### src/rtl/ctr_step_pkg.sv
// Shared types and seven-segment helpers for the step-size selector.
// Segment encoding is active-low, bit order {g,f,e,d,c,b,a}.
package ctr_step_pkg;

   localparam logic [6:0] SEG_BLANK = 7'h7F;
   localparam logic [6:0] SEG_MINUS = 7'h3F;

   typedef struct packed {
      logic up;
      logic dn;
      logic sign;
   } btn_pulse_t;

   function automatic logic [6:0] hex_to_seg(input logic [3:0] i_nib);
      logic [6:0] w_seg;
      case (i_nib)
         4'h0: w_seg = 7'h40;
         4'h1: w_seg = 7'h79;
         4'h2: w_seg = 7'h24;
         4'h3: w_seg = 7'h30;
         4'h4: w_seg = 7'h19;
         4'h5: w_seg = 7'h12;
         4'h6: w_seg = 7'h02;
         4'h7: w_seg = 7'h78;
         4'h8: w_seg = 7'h00;
         4'h9: w_seg = 7'h10;
         4'hA: w_seg = 7'h08;
         4'hB: w_seg = 7'h03;
         4'hC: w_seg = 7'h46;
         4'hD: w_seg = 7'h21;
         4'hE: w_seg = 7'h06;
         default: w_seg = 7'h0E;
      endcase
      return w_seg;
   endfunction

endpackage

### src/rtl/ctr_step_select_btn_sync_pulse.sv
// Button conditioner: 2-flop synchroniser, falling-edge pulse and optional hold-to-repeat.
// Repeat logic is built only when CTR_STEP_AUTO_REPEAT_EN is defined and REPEAT_ON = 1.
module btn_sync_pulse
   import ctr_step_pkg::*;
#(
   parameter bit REPEAT_ON  = 1'b1,
   parameter int REPEAT_DLY = 25000000,
   parameter int REPEAT_PER = 5000000
) (
   input  logic i_clk,
   input  logic i_rst_n,
   input  logic i_en,
   input  logic i_btn,
   output logic o_pulse
);

   localparam int CNT_MAX = (REPEAT_DLY > REPEAT_PER) ? REPEAT_DLY : REPEAT_PER;
   localparam int CNT_W   = $clog2(CNT_MAX + 1);

   logic r_s1;
   logic r_s2;
   logic r_s3;
   logic [1:0] r_rdy;
   logic r_armed;
   logic r_pulse;
   logic w_held;
   logic w_fire;

   // r_armed blocks a pulse from a button already held through reset:
   // only a real high sample followed by a low one counts as a press.
   always_ff @(posedge i_clk or negedge i_rst_n) begin
      if (!i_rst_n) begin
         r_s1    <= 1'b1;
         r_s2    <= 1'b1;
         r_s3    <= 1'b1;
         r_rdy   <= 2'b00;
         r_armed <= 1'b0;
         r_pulse <= 1'b0;
      end else begin
         r_s1    <= i_btn;
         r_s2    <= r_s1;
         r_s3    <= r_s2;
         r_rdy   <= {r_rdy[0], 1'b1};
         r_armed <= r_armed | (r_rdy[1] & r_s2);
         r_pulse <= (r_armed & r_s3 & ~r_s2) | w_fire;
      end
   end

   assign w_held  = r_armed & ~r_s2 & i_en;
   assign o_pulse = r_pulse;

`ifdef CTR_STEP_AUTO_REPEAT_EN
   if (REPEAT_ON) begin : g_rpt
      logic [CNT_W-1:0] r_cnt;
      logic             r_run;

      always_ff @(posedge i_clk or negedge i_rst_n) begin
         if (!i_rst_n) begin
            r_cnt <= '0;
            r_run <= 1'b0;
         end else if (!w_held) begin
            r_cnt <= '0;
            r_run <= 1'b0;
         end else if (!r_run) begin
            r_cnt <= CNT_W'(REPEAT_DLY - 1);
            r_run <= 1'b1;
         end else if (r_cnt == '0) begin
            r_cnt <= CNT_W'(REPEAT_PER - 1);
         end else begin
            r_cnt <= r_cnt - CNT_W'(1);
         end
      end

      assign w_fire = w_held & r_run & (r_cnt == '0);
   end else begin : g_no_rpt
      logic w_unused;
      assign w_unused = w_held & (CNT_W > 0);
      assign w_fire   = 1'b0;
   end
`else
   logic w_unused;
   assign w_unused = w_held & REPEAT_ON & (CNT_W > 0);
   assign w_fire   = 1'b0;
`endif

endmodule

### src/rtl/ctr_step_select.sv
// Signed power-of-ratio step selector with up/dn/sign buttons and 3-digit display.
// Optional hold-to-repeat on up/dn: define CTR_STEP_AUTO_REPEAT_EN.
module ctr_step_select
   import ctr_step_pkg::*;
#(
   parameter int STEP_W     = 8,
   parameter int NUM_LEVELS = 4,
   parameter int LOG2_RATIO = 2,
   parameter int WRAP       = 1,
   parameter int SEG_W      = 7,
   parameter int REPEAT_DLY = 25000000,
   parameter int REPEAT_PER = 5000000
) (
   input  logic                           i_clk,
   input  logic                           i_rst_n,
   input  logic                           i_en,
   input  logic                           i_btn_up,
   input  logic                           i_btn_dn,
   input  logic                           i_btn_sign,
   output logic signed [STEP_W-1:0]       o_step,
   output logic [$clog2(NUM_LEVELS)-1:0]  o_level,
   output logic                           o_neg,
   output logic [SEG_W-1:0]               o_hex_0,
   output logic [SEG_W-1:0]               o_hex_1,
   output logic [SEG_W-1:0]               o_hex_2
);

   localparam int               LVL_W   = $clog2(NUM_LEVELS);
   localparam logic [LVL_W-1:0] LVL_MAX = LVL_W'(NUM_LEVELS - 1);
   localparam int               MAG_W   = (STEP_W > 8) ? STEP_W : 8;

   btn_pulse_t w_pulse;

   btn_sync_pulse #(.REPEAT_ON(1'b1), .REPEAT_DLY(REPEAT_DLY), .REPEAT_PER(REPEAT_PER)) u_btn_up (
      .i_clk   (i_clk),
      .i_rst_n (i_rst_n),
      .i_en    (i_en),
      .i_btn   (i_btn_up),
      .o_pulse (w_pulse.up)
   );

   btn_sync_pulse #(.REPEAT_ON(1'b1), .REPEAT_DLY(REPEAT_DLY), .REPEAT_PER(REPEAT_PER)) u_btn_dn (
      .i_clk   (i_clk),
      .i_rst_n (i_rst_n),
      .i_en    (i_en),
      .i_btn   (i_btn_dn),
      .o_pulse (w_pulse.dn)
   );

   btn_sync_pulse #(.REPEAT_ON(1'b0), .REPEAT_DLY(REPEAT_DLY), .REPEAT_PER(REPEAT_PER)) u_btn_sign (
      .i_clk   (i_clk),
      .i_rst_n (i_rst_n),
      .i_en    (i_en),
      .i_btn   (i_btn_sign),
      .o_pulse (w_pulse.sign)
   );

   logic [LVL_W-1:0]  r_level;
   logic              r_neg;
   logic [STEP_W-1:0] r_step;
   logic [SEG_W-1:0]  r_hex_0;
   logic [SEG_W-1:0]  r_hex_1;
   logic [SEG_W-1:0]  r_hex_2;

   logic [LVL_W-1:0]  w_level_nxt;
   logic              w_neg_nxt;
   logic [STEP_W-1:0] w_mag_nxt;
   logic [STEP_W-1:0] w_step_nxt;
   logic [MAG_W-1:0]  w_mag_disp;

   always_comb begin
      w_level_nxt = r_level;
      w_neg_nxt   = r_neg;
      if (i_en) begin
         w_neg_nxt = r_neg ^ w_pulse.sign;
         if (w_pulse.up && !w_pulse.dn) begin
            if (r_level == LVL_MAX)
               w_level_nxt = (WRAP != 0) ? '0 : LVL_MAX;
            else
               w_level_nxt = r_level + LVL_W'(1);
         end else if (w_pulse.dn && !w_pulse.up) begin
            if (r_level == '0)
               w_level_nxt = (WRAP != 0) ? LVL_MAX : '0;
            else
               w_level_nxt = r_level - LVL_W'(1);
         end
      end
   end

   // Step is computed from next-state level/sign so it updates on the same edge.
   assign w_mag_nxt  = STEP_W'(1) << (LOG2_RATIO * w_level_nxt);
   assign w_step_nxt = w_neg_nxt ? (~w_mag_nxt + STEP_W'(1)) : w_mag_nxt;

   always_ff @(posedge i_clk or negedge i_rst_n) begin
      if (!i_rst_n) begin
         r_level <= '0;
         r_neg   <= 1'b0;
         r_step  <= STEP_W'(1);
      end else begin
         r_level <= w_level_nxt;
         r_neg   <= w_neg_nxt;
         r_step  <= w_step_nxt;
      end
   end

   // Display trails the step register by one cycle.
   assign w_mag_disp = MAG_W'(1) << (LOG2_RATIO * r_level);

   always_ff @(posedge i_clk or negedge i_rst_n) begin
      if (!i_rst_n) begin
         r_hex_0 <= SEG_W'(SEG_BLANK);
         r_hex_1 <= SEG_W'(hex_to_seg(4'h1));
         r_hex_2 <= SEG_W'(hex_to_seg(4'h0));
      end else begin
         r_hex_0 <= r_neg ? SEG_W'(SEG_MINUS) : SEG_W'(SEG_BLANK);
         r_hex_1 <= SEG_W'(hex_to_seg(w_mag_disp[3:0]));
         r_hex_2 <= SEG_W'(hex_to_seg(w_mag_disp[7:4]));
      end
   end

   assign o_step  = r_step;
   assign o_level = r_level;
   assign o_neg   = r_neg;
   assign o_hex_0 = r_hex_0;
   assign o_hex_1 = r_hex_1;
   assign o_hex_2 = r_hex_2;

endmodule
### config.mk
export PLATFORM = sky130hd
export DESIGN_NAME = ctr_step_select
export DESIGN_NICKNAME = d
export VERILOG_FILES = /design/src/rtl/ctr_step_pkg.sv /design/src/rtl/ctr_step_select_btn_sync_pulse.sv /design/src/rtl/ctr_step_select.sv
export SDC_FILE = /design/constraint.sdc
export NUM_CORES = 1
export LEC_CHECK = 0
export ABC_AREA = 0
export CAP_MARGIN = 20
export CORE_MARGIN = 3
export CORE_UTILIZATION = 45
export CTS_CLUSTER_SIZE = 12
export DETAILED_ROUTE_END_ITERATION = 10
export GPL_TIMING_DRIVEN = 0
export PLACE_DENSITY_LB_ADDON = 0.25
export SYNTH_ARGS = -nofsm -noshare
export SYNTH_HDL_FRONTEND = slang
export SYNTH_SLANG_ARGS = --single-unit
### constraint.sdc
create_clock -name i_clk -period 2.9 [get_ports i_clk]
set_clock_uncertainty 0.15 [all_clocks]
set_input_delay 0.725 -clock i_clk [delete_from_list [all_inputs] [get_ports i_clk]]
set_output_delay 0.725 -clock i_clk [all_outputs]
set_load 0.01 [all_outputs]
# After elaboration in Yosys (flattened, before gate mapping)
# Memory sizes are Yosys's and may differ from the RTL's. A register that Yosys moved wholly into a read port is not among the register bits.
# Index checks and enable logic that the tools add are counted.
# word_totals
reg_bits,39
rom_bits,224
output_inout_bits,32
elab_cells,62
memories,2
# memory_table
name,words,word_bits,read_ports,rd_ports_with_merged_regs,wr,line,source
(no name shown),16,7,1,1,0,ctr_step_pkg.sv:16,case (i_nib)
(no name shown),16,7,1,1,0,ctr_step_pkg.sv:16,
# op_classes
n_addsub,3
eq_ne,1
n_shift,2
muxes,8
bitwise_logic,17
reduce_logical,7
# ops
operator,n
"1-bit by 3-bit left shift with 8-bit output, first input constant",2
2-bit 2-to-1 mux,5
1-bit AND,9
"8-bit by 1-bit adder with 8-bit output, second input constant",1
8-bit 2-to-1 mux,1
8-bit NOT,1
7-bit 2-to-1 mux,1
1-bit zero test,4
1-bit NOT,3
1-bit OR,3
"2-bit by 1-bit adder with 2-bit output, second input constant",1
"2-bit == test, second input constant",1
1-bit logical AND,2
2-bit zero test,1
"2-bit by 1-bit subtractor with 2-bit output, second input constant",1
1-bit 2-to-1 mux,1
1-bit XOR,1

# Longest topological paths before layout
# Gate-level depths: netlist (run 1).
# depth
depth_word,9
depth_mapped,9

# Modules after synthesis
# Synthesis (run 1) repeated with hierarchy kept, for this count alone.
# hier_totals
cells_unflattened,113
hier_area_um2,1572.8
# modules_own_cells
mod,instances,cells_per_inst,area_per_inst_um2,seq_area_each_um2
ctr_step_select,1,83,972.2,559.3
btn_sync_pulse,3,10,200.2,178.9

# Worst setup path after synthesis (run 1)
# Ideal clock, no wire load.
# synth_timing
path_type,register to register
start,"register r_level[0], in the netlist o_level[0]"
end,"register r_step[2], in the netlist o_step[2]"
arrival_time_ns,1.965
required_ns,2.625
setup_slack_ns,0.660
path_stages_with_launch,9
path_cell_list,dfrtp_1 > inv_1 > ha_1 > and4b_1 > a311o_1 > and2_4 > nand2_1 > ha_1 > o2bb2ai_1
# synth_between
elab_chain_len,9
elab_cells_between_ends,13
# synth_lines
item,line,source
"start, declared",ctr_step_select.sv:58,logic [LVL_W-1:0] r_level;
"start signal, assigned",ctr_step_select.sv:100,r_level <= w_level_nxt;
2-bit by 1-bit subtractor with 2-bit output or 2-bit zero test (tied branches),"ctr_step_select.sv:85, ctr_step_select.sv:82",
2-bit 2-to-1 mux,ctr_step_select.sv:82,if (r_level == '0)
2-bit 2-to-1 mux,ctr_step_select.sv:81,end else if (w_pulse.dn && !w_pulse.up) begin
2-bit 2-to-1 mux,ctr_step_select.sv:76,if (w_pulse.up && !w_pulse.dn) begin
2-bit 2-to-1 mux (*),ctr_step_select.sv:74,if (i_en) begin
1-bit by 3-bit left shift with 8-bit output (*),ctr_step_select.sv:91,assign w_mag_nxt = STEP_W'(1) << (LOG2_RATIO * w_level_nxt);
8-bit NOT,ctr_step_select.sv:92,assign w_step_nxt = w_neg_nxt ? (~w_mag_nxt + STEP_W'(1)) : w_mag_nxt;
8-bit by 1-bit adder with 8-bit output,ctr_step_select.sv:92,
8-bit 2-to-1 mux (*),ctr_step_select.sv:92,
named net w_step_nxt[2],ctr_step_select.sv:68,logic [STEP_W-1:0] w_step_nxt;
"end signal, assigned",ctr_step_select.sv:102,r_step <= w_step_nxt;
"end, declared",ctr_step_select.sv:60,logic [STEP_W-1:0] r_step;
# Mark *: on every way through the listed nets, which the timed path passes. The rest lies on a longest branch.

# Worst setup path in the final report (run 1)
# layout_timing
start,input i_en
end,"register r_step[2], in the netlist o_step[2]"
# layout_between
elab_chain_len,5
elab_cells_between_ends,6
# layout_lines
item,line,source
"start, declared",ctr_step_select.sv:16,"input logic i_en,"
2-bit 2-to-1 mux,ctr_step_select.sv:74,
1-bit by 3-bit left shift with 8-bit output,ctr_step_select.sv:91,
8-bit NOT,ctr_step_select.sv:92,
8-bit by 1-bit adder with 8-bit output,ctr_step_select.sv:92,
8-bit 2-to-1 mux (*),ctr_step_select.sv:92,
named net w_step_nxt[2],ctr_step_select.sv:68,
# Marks and branches as above.

==> results of run 1 <==
-- per-layer routing --
layer	part of all wire, %	vias up
li1	-	412
met1	37	400
met2	50	31
met3	7.5	11
met4	5.4	0
met5	0	-
-- metrics by stage --
step | hold WS (ns) | util (%) | setup slack [ns] | area [um^2]
6_report | 0.208 | 61.2 | 0.483 | 1880
2_1_floorplan | 0.181 | - | 0.660 | 1490
3_5_place_dp | 0.188 | 59.6 | 0.131 | 1830
4_1_cts | 0.213 | 61.2 | 0.512 | 1880
5_1_grt | 0.218 | 61.2 | 0.456 | 1880
3_3_place_gp | 0.184 | 59.8 | 0.202 | 1840
-- area by class of cell --
type | count | area [um^2]
Buffer | 10 | 75.1
Clock buffer | 7 | 45.0
Timing Repair Buffer | 29 | 285
Sequential cell | 39 | 996
Tap cell | 44 | 55.1
Fill cell | 272 | 1190
Multi-Input combinational cell | 52 | 372
Clock inverter | 1 | 5.00
Inverter | 13 | 51.3
-- cells by family after synthesis --
logic type | count (synthesis) | share of synthesized area [%]
adders and majority gates | 9 | 7.67
and+or+nand+nor | 20 | 7.08
other | 2 | 0.512
DFF | 39 | 67.9
AOI/OAI and AO/OA | 13 | 7.16
xor gates and xnor gates | 1 | 1.11
buffers and inverters | 23 | 8.61
-- registers in the layout, summed over array words and instances, names as in the netlist, 2 cells and up --
name and cells:
o_step 8, o_hex_1 5, o_hex_2 5, o_level 2, u_btn_dn.r_rdy 2
-- worst max path at each step --
stage,startpoint,to,slack (ns),cells past startpoint
final,i_en,o_step[2]$_DFF_PN0_,0.48,7
after global routing,i_en,o_step[2]$_DFF_PN0_,0.46,7
after CTS,o_hex_1[3]$_DFF_PN1_,o_hex_1[3],0.51,2
after detailed placement,i_en,o_step[2]$_DFF_PN0_,0.13,7
after global placement,i_en,o_step[2]$_DFF_PN0_,0.20,7
after floorplan,o_level[0]$_DFF_PN0_,o_step[2]$_DFF_PN0_,0.66,8
-- power groups by stage --
stage / Combinational (mW) / Clock [mW] / Sequential [mW]
floorplan: 0.309 / 0 / 0.860
global placement: 0.731 / 0 / 0.788
detailed placement: 0.746 / 0 / 0.793
CTS: 0.748 / 0.268 / 0.782
global route: 0.802 / 0.290 / 0.797
finish: 0.738 / 0.249 / 0.778
-- worst register-to-register path: stages, from the launching register on --
cell	delay, ns
dfrtp_1	0.46
inv_1	0.09
ha_1	0.34
and4b_1	0.22
a311o_1	0.36
and2_4	0.21
nand2_1	0.07
ha_1	0.22
o2bb2ai_1	0.13
-- placed cells by master (no fill, tap or decap) --
| master | count |
|---|---|
| a21boi_1 | 1 |
| a21o_1 | 3 |
| a21oi_1 | 1 |
| a21oi_2 | 1 |
| a311o_1 | 1 |
| a31oi_1 | 1 |
| and2_4 | 1 |
| and4b_1 | 1 |
| and4bb_1 | 1 |
| buf_2 | 1 |
| buf_4 | 10 |
| clkbuf_1 | 2 |
| clkbuf_4 | 5 |
| clkdlybuf4s50_1 | 28 |
| clkinv_2 | 1 |
| conb_1 | 9 |
| dfrtp_1 | 23 |
| dfstp_2 | 16 |
| ha_1 | 9 |
| inv_1 | 12 |
| inv_4 | 1 |
| nand2_1 | 7 |
| nand3_1 | 1 |
| nor2_1 | 6 |
| nor2b_1 | 1 |
| nor3_1 | 1 |
| nor3b_1 | 1 |
| o211a_1 | 1 |
| o21ai_0 | 1 |
| o21ai_2 | 1 |
| o22ai_2 | 1 |
| o2bb2ai_1 | 1 |
| xnor2_2 | 1 |
==> report_table.html, run 1 <==
<table>
<tr><th>Metric</th><th>Value</th></tr>
<tr><th colspan="2">Outcome</th></tr>
<tr><td>Result of the run</td><td>completed</td></tr>
<tr><th colspan="2">Synth</th></tr>
<tr><td>Dominant synthesized flop cell</td><td>dfrtp_1</td></tr>
<tr><td>Synthesized instance count</td><td>107</td></tr>
<tr><td>Yosys cell types</td><td>28</td></tr>
<tr><td>Area share of the leading cell type in the synthesized netlist</td><td>39.2%</td></tr>
<tr><td>Share of synthesized flip-flops with an asynchronous set or reset</td><td>100%</td></tr>
<tr><td>Number of enable-type register cells in the synthesized netlist</td><td>0</td></tr>
<tr><td>Post-Synthesis Mean Instance Area</td><td>13.7 um^2</td></tr>
<tr><td>Sequential-to-total area share from yosys stat</td><td>67.9%</td></tr>
<tr><td>Synth cell count leaders</td><td>dfrtp_1 (23), dfstp_2 (16), inv_1 (12)</td></tr>
<tr><td>Synthesized flop and latch total</td><td>39</td></tr>
<tr><td>Library cell occupying the most area in the post-synthesis netlist</td><td>dfrtp_1</td></tr>
<tr><td>Cell types occupying the most area after synthesis</td><td>dfrtp_1 (39%), dfstp_2 (29%), ha_1 (7.7%)</td></tr>
<tr><td>Area of the mapped netlist</td><td>1470 um^2</td></tr>
<tr><td>Count of synthesis-stage warnings from yosys</td><td>0</td></tr>
<tr><td>Leading cell type by number of instances after synthesis</td><td>dfrtp_1</td></tr>
<tr><th colspan="2">Hold path</th></tr>
<tr><td>Hold_sp</td><td>u_btn_dn.r_rdy[0]$_DFF_PN0_</td></tr>
<tr><td>Endpoint with the worst hold slack</td><td>u_btn_dn.r_rdy[1]$_DFF_PN0_</td></tr>
<tr><td>Hold Path Cell Cnt</td><td>0</td></tr>
<tr><td>Worst min path class</td><td>reg2reg</td></tr>
<tr><th colspan="2">Detailed routing</th></tr>
<tr><td>Length of the first detailed-routing pass in iterations</td><td>4</td></tr>
<tr><td>Vias per std cell</td><td>4.38</td></tr>
<tr><td>Drc violations</td><td>0</td></tr>
<tr><td>Vias</td><td>854</td></tr>
<tr><td>Total length of routed wires</td><td>2060 um</td></tr>
<tr><td>Number of violations reported at the end of detailed-routing iteration 0</td><td>17</td></tr>
<tr><td>Post-DR wirelength/cell</td><td>10.6 um</td></tr>
<tr><td>Post-route antenna net violation count</td><td>0</td></tr>
<tr><th colspan="2">Floorplan</th></tr>
<tr><td>I/O pins</td><td>38</td></tr>
<tr><td>Starting density of the core</td><td>47.7%</td></tr>
<tr><td>Vertical extent of the die</td><td>63.1 um</td></tr>
<tr><td>FP Rows</td><td>20</td></tr>
<tr><td>Core ar.</td><td>3080 um^2</td></tr>
<tr><td>Die Area</td><td>3980 um^2</td></tr>
<tr><td>Overall die width</td><td>63.1 um</td></tr>
<tr><th colspan="2">Pwr</th></tr>
<tr><td>Share of power burned in the clock network</td><td>14.1%</td></tr>
<tr><td>Power density of the placed cells</td><td>937 nW/um^2</td></tr>
<tr><td>LEAKAGE</td><td>0.887 nW</td></tr>
<tr><td>Power, Total</td><td>1.76 mW</td></tr>
<tr><td>Switching share of power</td><td>31.1%</td></tr>
<tr><td>Net switching component of the power</td><td>0.549 mW</td></tr>
<tr><td>Power share of the combinational group</td><td>41.8%</td></tr>
<tr><td>VDD IR-drop max</td><td>0.343 mV</td></tr>
<tr><td>Internal power component</td><td>1.22 mW</td></tr>
<tr><td>Sequential fraction of design power</td><td>44.1%</td></tr>
<tr><th colspan="2">STA</th></tr>
<tr><td>Final setup viols</td><td>0</td></tr>
<tr><td>Unrepaired setup endpoints after global routing</td><td>false</td></tr>
<tr><td>Transition time at the pin with the least slew margin</td><td>0.814 ns</td></tr>
<tr><td>Total Neg Setup Slack</td><td>0 ns</td></tr>
<tr><td>Ratio of final minimum period to clock period</td><td>83.3%</td></tr>
<tr><td>Final-report max-slew violation count</td><td>0</td></tr>
<tr><td>Slew headroom</td><td>45.8%</td></tr>
<tr><td>Final number of hold-violating endpoints</td><td>0</td></tr>
<tr><td>Maximum clock rate</td><td>414 MHz</td></tr>
<tr><td>Time the final worst path needs with I/O delays and setup</td><td>2.42 ns</td></tr>
<tr><th colspan="2">Critical path</th></tr>
<tr><td>WS Path Type</td><td>in2reg</td></tr>
<tr><td>Worst R2R End</td><td>o_step[2]$_DFF_PN0_</td></tr>
<tr><td>Critical Path Fanout Max</td><td>7</td></tr>
<tr><td>Crit path launch type</td><td>input port</td></tr>
<tr><td>Cell at the slowest stage of the critical path</td><td>clkdlybuf4s50_1</td></tr>
<tr><td>Critical path required time</td><td>2.98 ns</td></tr>
<tr><td>Dominant delay contributor by cell family on the critical path</td><td>buffers and inverters</td></tr>
<tr><td>Worst Setup End Kind</td><td>flip-flop</td></tr>
<tr><td>Buf/Inv on CP</td><td>1</td></tr>
<tr><td>Reg-to-reg slack, setup</td><td>0.54 ns</td></tr>
<tr><td>Worst EP arrival</td><td>2.49 ns</td></tr>
<tr><td>Critical-path cell list</td><td>clkdlybuf4s50_1 &gt; and4b_1 &gt; a311o_1 &gt; and2_4 &gt; nand2_1 &gt; ha_1 &gt; o2bb2ai_1</td></tr>
<tr><td>Slowest cell delay on critical path</td><td>0.53 ns</td></tr>
<tr><td>Worst r2r src</td><td>o_level[0]$_DFF_PN0_</td></tr>
<tr><td>Cell depth of the worst flop-to-flop path</td><td>8</td></tr>
<tr><th colspan="2">Placement</th></tr>
<tr><td>HPWL after DPL</td><td>1490 um</td></tr>
<tr><td>Cell count after placement</td><td>187</td></tr>
<tr><td>IO buf count</td><td>29</td></tr>
<tr><td>Placer congestion estimate</td><td>0.814</td></tr>
<tr><th colspan="2">Finish</th></tr>
<tr><td>Post-layout instance count excluding filler cells</td><td>195</td></tr>
<tr><td>Antenna diodes</td><td>0</td></tr>
<tr><td>Layout net count</td><td>165</td></tr>
<tr><td>Syn-to-layout area delta</td><td>28.4%</td></tr>
<tr><td>Fraction of layout cells with a size suffix above 1</td><td>25.8%</td></tr>
<tr><th colspan="2">Clock tree</th></tr>
<tr><td>Clock Path Buffers</td><td>2</td></tr>
<tr><td>Clock sinks</td><td>39</td></tr>
<tr><td>Num CTS Buffers</td><td>5</td></tr>
<tr><td>Master cell of the clock root buffer</td><td>clkbuf_4</td></tr>
<tr><td>Post-CTS resize count</td><td>0</td></tr>
<tr><td>Number of setup buffers added after CTS</td><td>0</td></tr>
<tr><td>Hold-fix buffer count after cts</td><td>0</td></tr>
<tr><td>Clk Latency, worst-skew pair</td><td>0.34 ns</td></tr>
<tr><td>TritonCTS clock tree</td><td>built</td></tr>
<tr><td>Clock slew at reported path FFs</td><td>0.10 ns</td></tr>
<tr><td>H-tree level count</td><td>2</td></tr>
<tr><th colspan="2">Global routing</th></tr>
<tr><td>Maximum number of pins on one net before global-route repair</td><td>40</td></tr>
<tr><td>Fraction of met2 tracks used by global routing</td><td>19.4%</td></tr>
<tr><td>Met1 track utilization from global routing</td><td>11.4%</td></tr>
<tr><td>Initial antenna violation count</td><td>0</td></tr>
<tr><td>Final global-route overflow total</td><td>0</td></tr>
<tr><td>Busiest metal layer after global routing</td><td>met2</td></tr>
<tr><td>Wire length of the first global-routing pass</td><td>3550 um</td></tr>
<tr><td>Total GRT Usage</td><td>12.1%</td></tr>
<tr><td>Number of global-route vias before repair</td><td>860</td></tr>
<tr><td>Grt met3 use</td><td>4.63%</td></tr>
<tr><th colspan="2">Job</th></tr>
<tr><td>Count of max-cap constraint violations</td><td>0</td></tr>
</table>
No activity file was read; power rests on OpenSTA's default activity.
==> inputs of run 2 (changes only) <==
Clock period 2.9 ns to 2.4 ns, I/O delays scaled along.
==> run 2 against run 1 <==
  * Largest cell class unchanged
  * Combinational power is 21% higher
  * Final cell count unchanged
  * Register-to-register slack worse by 0.44 ns
  * Sequential share of layout area about the same
  * Clock power rose by 21%
  * Setup slack worse by 0.39 ns
  * Die area unchanged
==> report_table.html, run 2 (synthesized netlist as in run 1, its figures left out) <==
<table>
<tr><th>Metric</th><th>Value</th></tr>
<tr><th colspan="2">Clock tree</th></tr>
<tr><td>Hold-fix buffer count after cts</td><td>0 (unchanged)</td></tr>
<tr><td>Clock Path Buffers</td><td>2 (unchanged)</td></tr>
<tr><td>Clock slew at reported path FFs</td><td>0.10 ns (about the same)</td></tr>
<tr><td>Post-CTS resize count</td><td>0 (unchanged)</td></tr>
<tr><td>Num CTS Buffers</td><td>5 (unchanged)</td></tr>
<tr><td>Number of setup buffers added after CTS</td><td>0 (unchanged)</td></tr>
<tr><td>H-tree level count</td><td>2 (unchanged)</td></tr>
<tr><td>Clock sinks</td><td>39 (unchanged)</td></tr>
<tr><td>Master cell of the clock root buffer</td><td>clkbuf_4</td></tr>
<tr><td>TritonCTS clock tree</td><td>built</td></tr>
<tr><td>Clk Latency, worst-skew pair</td><td>0.34 ns (about the same)</td></tr>
<tr><th colspan="2">Detailed routing</th></tr>
<tr><td>Length of the first detailed-routing pass in iterations</td><td>4 (unchanged)</td></tr>
<tr><td>Post-DR wirelength/cell</td><td>10.6 um (about the same)</td></tr>
<tr><td>Number of violations reported at the end of detailed-routing iteration 0</td><td>17 (unchanged)</td></tr>
<tr><td>Vias per std cell</td><td>4.38 (unchanged)</td></tr>
<tr><td>Vias</td><td>854 (unchanged)</td></tr>
<tr><td>Post-route antenna net violation count</td><td>0 (unchanged)</td></tr>
<tr><td>Drc violations</td><td>0 (unchanged)</td></tr>
<tr><td>Total length of routed wires</td><td>2060 um (about the same)</td></tr>
<tr><th colspan="2">STA</th></tr>
<tr><td>Ratio of final minimum period to clock period</td><td>96.0%</td></tr>
<tr><td>Final-report max-slew violation count</td><td>0 (unchanged)</td></tr>
<tr><td>PnR worst setup slack</td><td>0.0953 ns (-0.388 ns)</td></tr>
<tr><td>Total Neg Setup Slack</td><td>0 ns (unchanged)</td></tr>
<tr><td>Transition time at the pin with the least slew margin</td><td>0.813 ns (-0.000105 ns)</td></tr>
<tr><td>Slew headroom</td><td>45.8% (about the same)</td></tr>
<tr><td>Maximum clock rate</td><td>434 MHz</td></tr>
<tr><td>Final setup viols</td><td>0 (unchanged)</td></tr>
<tr><td>Final number of hold-violating endpoints</td><td>0 (unchanged)</td></tr>
<tr><td>Time the final worst path needs with I/O delays and setup</td><td>2.30 ns</td></tr>
<tr><td>Unrepaired setup endpoints after global routing</td><td>false</td></tr>
<tr><th colspan="2">Critical path</th></tr>
<tr><td>Buf/Inv on CP</td><td>1 (unchanged)</td></tr>
<tr><td>WS Path Type</td><td>reg2reg</td></tr>
<tr><td>Crit path launch type</td><td>flip-flop</td></tr>
<tr><td>Critical path required time</td><td>2.48 ns (-0.50 ns)</td></tr>
<tr><td>Worst R2R End</td><td>o_step[2]$_DFF_PN0_</td></tr>
<tr><td>Cell depth of the worst flop-to-flop path</td><td>8 (unchanged)</td></tr>
<tr><td>Slowest cell delay on critical path</td><td>0.43 ns (-0.10 ns)</td></tr>
<tr><td>Worst Setup End Kind</td><td>flip-flop</td></tr>
<tr><td>Worst EP arrival</td><td>2.38 ns (-0.11 ns)</td></tr>
<tr><td>Critical Path Fanout Max</td><td>6 (-1)</td></tr>
<tr><td>Dominant delay contributor by cell family on the critical path</td><td>adder cells</td></tr>
<tr><td>Critical-path cell list</td><td>inv_1 &gt; ha_1 &gt; and4b_1 &gt; a311o_1 &gt; and2_4 &gt; nand2_1 &gt; ha_1 &gt; o2bb2ai_1</td></tr>
<tr><td>Cell at the slowest stage of the critical path</td><td>dfrtp_2</td></tr>
<tr><td>Reg-to-reg slack, setup</td><td>0.1 ns (-0.44 ns)</td></tr>
<tr><td>Worst r2r src</td><td>o_level[0]$_DFF_PN0_</td></tr>
<tr><td>Most numerous cell on the critical path</td><td>ha_1</td></tr>
<tr><th colspan="2">Finish</th></tr>
<tr><td>Flip-flop count of the largest register, all copies and words added</td><td>8 (unchanged)</td></tr>
<tr><td>Fraction of layout cells with a size suffix above 1</td><td>26.5% (+0.66 points)</td></tr>
<tr><td>Post-layout instance count excluding filler cells</td><td>195 (unchanged)</td></tr>
<tr><td>Commonest cells after routing, fill and taps aside</td><td>clkdlybuf4s50_1 (28), dfrtp_1 (22), dfstp_2 (16), inv_1 (12), buf_4 (10)</td></tr>
<tr><td>Filler instances</td><td>271 (-0.37%)</td></tr>
<tr><td>Most common library cell in the layout ignoring fill and taps</td><td>clkdlybuf4s50_1</td></tr>
<tr><td>Antenna diodes</td><td>0 (unchanged)</td></tr>
<tr><td>Final design area excluding fillers</td><td>1890 um^2 (about the same)</td></tr>
<tr><td>Syn-to-layout area delta</td><td>28.5% (about the same)</td></tr>
<tr><td>Layout net count</td><td>165 (unchanged)</td></tr>
<tr><th colspan="2">Pwr</th></tr>
<tr><td>Power, Total</td><td>2.13 mW (+21%)</td></tr>
<tr><td>LEAKAGE</td><td>0.886 nW (about the same)</td></tr>
<tr><td>Power density of the placed cells</td><td>1130 nW/um^2 (+21%)</td></tr>
<tr><td>VDD IR-drop max</td><td>0.415 mV (+21%)</td></tr>
<tr><th colspan="2">Global routing</th></tr>
<tr><td>Maximum number of pins on one net before global-route repair</td><td>40 (unchanged)</td></tr>
<tr><td>Total GRT Usage</td><td>12.1% (unchanged)</td></tr>
<tr><td>Number of global-route vias before repair</td><td>860 (unchanged)</td></tr>
<tr><td>Grt met3 use</td><td>4.63% (unchanged)</td></tr>
<tr><td>Met1 track utilization from global routing</td><td>11.4% (unchanged)</td></tr>
<tr><td>Busiest metal layer after global routing</td><td>met2</td></tr>
<tr><td>Initial antenna violation count</td><td>0 (unchanged)</td></tr>
<tr><td>Final global-route overflow total</td><td>0 (unchanged)</td></tr>
<tr><td>Fraction of met2 tracks used by global routing</td><td>19.4% (unchanged)</td></tr>
<tr><td>Wire length of the first global-routing pass</td><td>3550 um (unchanged)</td></tr>
<tr><th colspan="2">Floorplan</th></tr>
<tr><td>Vertical extent of the die</td><td>63.1 um (unchanged)</td></tr>
<tr><td>FP Rows</td><td>20 (unchanged)</td></tr>
<tr><td>I/O pins</td><td>38 (unchanged)</td></tr>
<tr><td>Overall die width</td><td>63.1 um (unchanged)</td></tr>
<tr><td>Starting density of the core</td><td>47.7% (unchanged)</td></tr>
<tr><td>Core ar.</td><td>3080 um^2 (unchanged)</td></tr>
<tr><td>Die Area</td><td>3980 um^2 (unchanged)</td></tr>
<tr><th colspan="2">Outcome</th></tr>
<tr><td>Result of the run</td><td>completed</td></tr>
<tr><th colspan="2">Job</th></tr>
<tr><td>Count of max-cap constraint violations</td><td>0 (unchanged)</td></tr>
<tr><th colspan="2">Placement</th></tr>
<tr><td>HPWL after DPL</td><td>1490 um (unchanged)</td></tr>
<tr><td>Pre-CTS setup slack</td><td>-0.244 ns (-0.375 ns)</td></tr>
<tr><td>Placement Cell Area</td><td>1830 um^2 (unchanged)</td></tr>
<tr><td>IO buf count</td><td>29 (unchanged)</td></tr>
<tr><td>Placer congestion estimate</td><td>0.814 (unchanged)</td></tr>
<tr><td>Cell count after placement</td><td>187 (unchanged)</td></tr>
<tr><th colspan="2">Hold path</th></tr>
<tr><td>Worst min path class</td><td>in2async</td></tr>
</table>
[run 2: changes by cell type in the layout (fill, tap and decap cells not counted)]
| cell | delta |
|---|---|
| dfrtp_1 | -1 |
| dfrtp_2 | +1 |
[run 2: worst max path at each step]
stage                         start             endpoint  slack, ns  cells past startpoint
2_1_floorplan  o_level[0]$_DFF_PN0_  o_step[2]$_DFF_PN0_       0.16                      8
3_3_place_gp                   i_en  o_step[2]$_DFF_PN0_      -0.17                      7
3_5_place_dp                   i_en  o_step[2]$_DFF_PN0_      -0.24                      7
4_1_cts        o_level[0]$_DFF_PN0_  o_step[2]$_DFF_PN0_       0.04                      8
5_1_grt        o_level[0]$_DFF_PN0_  o_step[2]$_DFF_PN0_       0.03                      8
6_report       o_level[0]$_DFF_PN0_  o_step[2]$_DFF_PN0_        0.1                      8
[run 2: layout make-up]
cell class / instances / area [um^2] / share of cell area (%)
Tap cell: 44 / 55.1 / 2.92
Sequential cell: 39 / 997 / 52.9
Clock inverter: 1 / 5.00 / 0.265
Multi-Input combinational cell: 52 / 372 / 19.7
Clock buffer: 7 / 45.0 / 2.39
Inverter: 13 / 51.3 / 2.72
Buffer: 10 / 75.1 / 3.98
Timing Repair Buffer: 29 / 285 / 15.1
[run 2: routing by layer]
| metal | part of all wire (%) | wire length [um] | vias up |
|---|---|---|---|
| met5 | 0 | 0 | - |
| met4 | 5.4 | 112 | 0 |
| met3 | 7.5 | 154 | 11 |
| met2 | 50 | 1030 | 31 |
| met1 | 37 | 771 | 400 |
| li1 | - | - | 412 |
[run 2: metrics by stage]
| step | hold slack, ns | util, % |
|---|---|---|
| global route | 0.218 | 61.3 |
| detailed placement | 0.188 | 59.6 |
| floorplan | 0.154 | - |
| global placement | 0.184 | 59.8 |
| finish | 0.192 | 61.3 |
| CTS | 0.200 | 61.2 |
[run 2: report_power, final]
group	switching [mW]	total, mW	internal (mW)	leakage [nW]
registers	0.0672	0.941	0.874	0.440
clock network	0.187	0.301	0.114	0.0293
logic	0.409	0.892	0.483	0.417
total	0.663	2.13	1.47	0.886
==> inputs of run 3 (changes only) <==
Settings changed: CAP_MARGIN 20 to default, CORE_ASPECT_RATIO from default to 0.7, CORE_UTILIZATION 45 to 42.
Clock period 2.4 ns to 2 ns, I/O delays scaled along.
==> run 3 against run 2 <==
  * The flow now finishes with violations (setup timing)
  * Die area increased by 6.7%
  * Critical path depth unchanged
  * Largest cell class unchanged
  * Sequential share of layout area fell by 5.7 points
  * Largest power group is now combinational cells
  * Combinational power up 54%
  * Via count up 1.3%
  * Power up 47%
==> report_table.html, run 3 (synthesized netlist as in run 1, its figures left out) <==
<table>
<tr><th>Metric</th><th>Value</th></tr>
<tr><th colspan="2">Critical path</th></tr>
<tr><td>Cell depth of the worst flop-to-flop path</td><td>8 (unchanged)</td></tr>
<tr><td>Critical-path cell list</td><td>inv_2 &gt; ha_4 &gt; and4b_1 &gt; a311o_1 &gt; and2_4 &gt; nand2_4 &gt; ha_4 &gt; o2bb2ai_2</td></tr>
<tr><td>Dominant delay contributor by cell family on the critical path</td><td>simple AND/OR/NAND/NOR gates</td></tr>
<tr><td>Worst r2r src</td><td>o_level[0]$_DFF_PN0_</td></tr>
<tr><td>Critical Path Fanout Max</td><td>4 (-2)</td></tr>
<tr><td>Buf/Inv on CP</td><td>1 (unchanged)</td></tr>
<tr><td>Cell at the slowest stage of the critical path</td><td>dfrtp_2</td></tr>
<tr><td>Slowest cell delay on critical path</td><td>0.43 ns (about the same)</td></tr>
<tr><td>Worst EP arrival</td><td>2.10 ns (-0.28 ns)</td></tr>
<tr><td>Worst R2R End</td><td>o_step[2]$_DFF_PN0_</td></tr>
<tr><td>Critical path required time</td><td>2.02 ns (-0.46 ns)</td></tr>
<tr><td>Reg-to-reg slack, setup</td><td>-0.08 ns (-0.17 ns)</td></tr>
<tr><td>Most numerous cell on the critical path</td><td>ha_4</td></tr>
<tr><td>WS Path Type</td><td>reg2reg</td></tr>
<tr><td>Worst Setup End Kind</td><td>flip-flop</td></tr>
<tr><td>Crit path launch type</td><td>flip-flop</td></tr>
<tr><th colspan="2">Placement</th></tr>
<tr><td>HPWL after DPL</td><td>1450 um (-3.0%)</td></tr>
<tr><td>Pre-CTS setup slack</td><td>-0.484 ns (-0.240 ns)</td></tr>
<tr><td>Placer congestion estimate</td><td>0.672 (-17%)</td></tr>
<tr><td>Cell count after placement</td><td>190 (+1.6%)</td></tr>
<tr><td>IO buf count</td><td>29 (unchanged)</td></tr>
<tr><td>Placement Cell Area</td><td>1850 um^2 (+0.96%)</td></tr>
<tr><th colspan="2">Outcome</th></tr>
<tr><td>Result of the run</td><td>complete, but fails checks</td></tr>
<tr><td>Failing checks</td><td>setup timing</td></tr>
<tr><th colspan="2">Global routing</th></tr>
<tr><td>Maximum number of pins on one net before global-route repair</td><td>40 (unchanged)</td></tr>
<tr><td>Number of global-route vias before repair</td><td>854 (-0.70%)</td></tr>
<tr><td>Final global-route overflow total</td><td>0 (unchanged)</td></tr>
<tr><td>Total GRT Usage</td><td>11.8% (-0.36 points)</td></tr>
<tr><td>Initial antenna violation count</td><td>0 (unchanged)</td></tr>
<tr><td>Wire length of the first global-routing pass</td><td>3840 um (+8.4%)</td></tr>
<tr><th colspan="2">Detailed routing</th></tr>
<tr><td>Length of the first detailed-routing pass in iterations</td><td>4 (unchanged)</td></tr>
<tr><td>Vias</td><td>865 (+1.3%)</td></tr>
<tr><td>Total length of routed wires</td><td>2250 um (+8.8%)</td></tr>
<tr><td>Drc violations</td><td>0 (unchanged)</td></tr>
<tr><td>Post-route antenna net violation count</td><td>0 (unchanged)</td></tr>
<tr><td>Vias per std cell</td><td>4.14 (-5.5%)</td></tr>
<tr><td>Post-DR wirelength/cell</td><td>10.7 um (+1.5%)</td></tr>
<tr><td>Number of violations reported at the end of detailed-routing iteration 0</td><td>34 (+17)</td></tr>
<tr><th colspan="2">Finish</th></tr>
<tr><td>Area of the multi-input gates</td><td>438 um^2 (+18%)</td></tr>
<tr><td>Layout net count</td><td>176 (+6.7%)</td></tr>
<tr><td>Fraction of layout cells with a size suffix above 1</td><td>39.5% (+13 points)</td></tr>
<tr><td>Most common library cell in the layout ignoring fill and taps</td><td>dfrtp_1</td></tr>
<tr><td>Commonest cells after routing, fill and taps aside</td><td>dfrtp_1 (22), buf_4 (21), clkdlybuf4s50_1 (19), dfstp_2 (16)</td></tr>
<tr><td>Post-layout utilization of the core</td><td>64.9% (+3.7 points)</td></tr>
<tr><td>Post-layout instance count excluding filler cells</td><td>209 (+7.2%)</td></tr>
<tr><td>Filler instances</td><td>250 (-7.7%)</td></tr>
<tr><td>Flip-flop count of the largest register, all copies and words added</td><td>8 (unchanged)</td></tr>
<tr><td>Flip-flop and latch area</td><td>997 um^2 (unchanged)</td></tr>
<tr><td>Antenna diodes</td><td>0 (unchanged)</td></tr>
<tr><td>Syn-to-layout area delta</td><td>44.0%</td></tr>
<tr><td>Final design area excluding fillers</td><td>2110 um^2 (+12%)</td></tr>
<tr><th colspan="2">Job</th></tr>
<tr><td>Count of max-cap constraint violations</td><td>0 (unchanged)</td></tr>
<tr><th colspan="2">Clock tree</th></tr>
<tr><td>Clock Path Buffers</td><td>2 (unchanged)</td></tr>
<tr><td>H-tree level count</td><td>2 (unchanged)</td></tr>
<tr><td>Num CTS Buffers</td><td>5 (unchanged)</td></tr>
<tr><td>TritonCTS clock tree</td><td>built</td></tr>
<tr><td>Clk Latency, worst-skew pair</td><td>0.28 ns (-0.06 ns)</td></tr>
<tr><td>Clock slew at reported path FFs</td><td>0.07 ns (-0.03 ns)</td></tr>
<tr><td>Master cell of the clock root buffer</td><td>clkbuf_8</td></tr>
<tr><td>Hold-fix buffer count after cts</td><td>0 (unchanged)</td></tr>
<tr><td>Clock sinks</td><td>39 (unchanged)</td></tr>
<tr><th colspan="2">Floorplan</th></tr>
<tr><td>Starting density of the core</td><td>45.1% (-2.6 points)</td></tr>
<tr><td>Overall die width</td><td>76.7 um (+21%)</td></tr>
<tr><td>Vertical extent of the die</td><td>55.5 um (-12%)</td></tr>
<tr><td>Core ar.</td><td>3250 um^2 (+5.7%)</td></tr>
<tr><td>FP Rows</td><td>17 (-15%)</td></tr>
<tr><td>Die Area</td><td>4250 um^2 (+6.7%)</td></tr>
<tr><td>I/O pins</td><td>38 (unchanged)</td></tr>
<tr><th colspan="2">STA</th></tr>
<tr><td>Unrepaired setup endpoints after global routing</td><td>true</td></tr>
<tr><td>Worst Hold Margin</td><td>0.148 ns (-0.0440 ns)</td></tr>
<tr><td>Maximum clock rate</td><td>481 MHz (+11%)</td></tr>
<tr><td>Final-report max-slew violation count</td><td>0 (unchanged)</td></tr>
<tr><td>Slew headroom</td><td>46.6% (+0.80 points)</td></tr>
<tr><td>Final number of hold-violating endpoints</td><td>0 (unchanged)</td></tr>
<tr><td>Ratio of final minimum period to clock period</td><td>104% (+7.9 points)</td></tr>
<tr><td>PnR worst setup slack</td><td>-0.0785 ns (-0.174 ns)</td></tr>
<tr><td>Transition time at the pin with the least slew margin</td><td>0.801 ns (-0.0121 ns)</td></tr>
<tr><td>Final setup viols</td><td>1 (+1)</td></tr>
<tr><td>Time the final worst path needs with I/O delays and setup</td><td>2.08 ns (-0.226 ns)</td></tr>
<tr><th colspan="2">Pwr</th></tr>
<tr><td>LEAKAGE</td><td>1.03 nW (+17%)</td></tr>
<tr><td>VDD IR-drop max</td><td>0.831 mV (+100%)</td></tr>
<tr><td>Power density of the placed cells</td><td>1490 nW/um^2 (+31%)</td></tr>
<tr><th colspan="2">Hold path</th></tr>
<tr><td>Worst min path class</td><td>in2async</td></tr>
</table>
==> run 3: changes by cell type in the layout (fill, tap and decap cells not counted), moves of 3 or more <==
cell / delta
buf_4: +11
clkbuf_4: -5
clkbuf_8: +6
clkdlybuf4s50_1: -9
dlygate4sd2_1: +4
dlymetal6s2s_1: +5
inv_1: -3
inv_2: +3
==> run 3: worst max path at each step <==
| stage | start | end | slack, ns | cells after the start |
|---|---|---|---|---|
| floorplan | o_level[1]$_DFF_PN0_ | o_step[2]$_DFF_PN0_ | -0.04 | 8 |
| global placement | i_rst_n | o_level[0]$_DFF_PN0_ | -0.63 | 1 |
| detailed placement | i_en | o_step[2]$_DFF_PN0_ | -0.48 | 7 |
| CTS | o_level[0]$_DFF_PN0_ | o_step[2]$_DFF_PN0_ | -0.06 | 8 |
| global route | o_level[1]$_DFF_PN0_ | o_step[2]$_DFF_PN0_ | -0.14 | 8 |
| finish | o_level[0]$_DFF_PN0_ | o_step[2]$_DFF_PN0_ | -0.08 | 8 |
==> run 3: cell type report <==
| cell class | count | area share [%] |
|---|---|---|
| Buffer | 10 | 3.55 |
| Clock inverter | 2 | 1.66 |
| Inverter | 13 | 2.43 |
| Clock buffer | 6 | 3.91 |
| Timing Repair Buffer | 40 | 17.8 |
| Sequential cell | 39 | 47.2 |
| Tap cell | 47 | 2.78 |
| Multi-Input combinational cell | 52 | 20.7 |
==> run 3: power by group <==
| group | switching [mW] | total, mW | internal, mW |
|---|---|---|---|
| sequential | 0.0707 | 1.12 | 1.05 |
| clock | 0.248 | 0.651 | 0.403 |
| combinational | 0.612 | 1.37 | 0.755 |
| total | 0.931 | 3.14 | 2.21 |
==> run 3: layer usage <==
layer	part of all wire (%)	global-route usage [%]
met5	0	0
met4	1.7	6.20
met3	8.0	6.03
met2	48	18.3
met1	42	13.3
==> run 3: worst register-to-register path, stage by stage (launching register included) <==
cell and delay (ns):
dfrtp_2 0.43, inv_2 0.08, ha_4 0.21, and4b_1 0.19, a311o_1 0.33, and2_4 0.19, nand2_4 0.07, ha_4 0.19
o2bb2ai_2 0.11
==> run 3: repair_timing <==
item | CTS | global route
pin swaps | 1 | 5
setup endpoints to repair | 5 | 8
setup buffers | 6 | 5
resized for setup | 6 | 14
==> run 3: stage by stage <==
stage | total power [mW] | setup TNS [ns]
after floorplan | 1.73 | -0.0412
after global placement | 2.24 | -16.17
after detailed placement | 2.27 | -2.03
after CTS | 3.01 | -0.0568
after global routing | 3.35 | -0.306
final | 3.14 | -0.0785
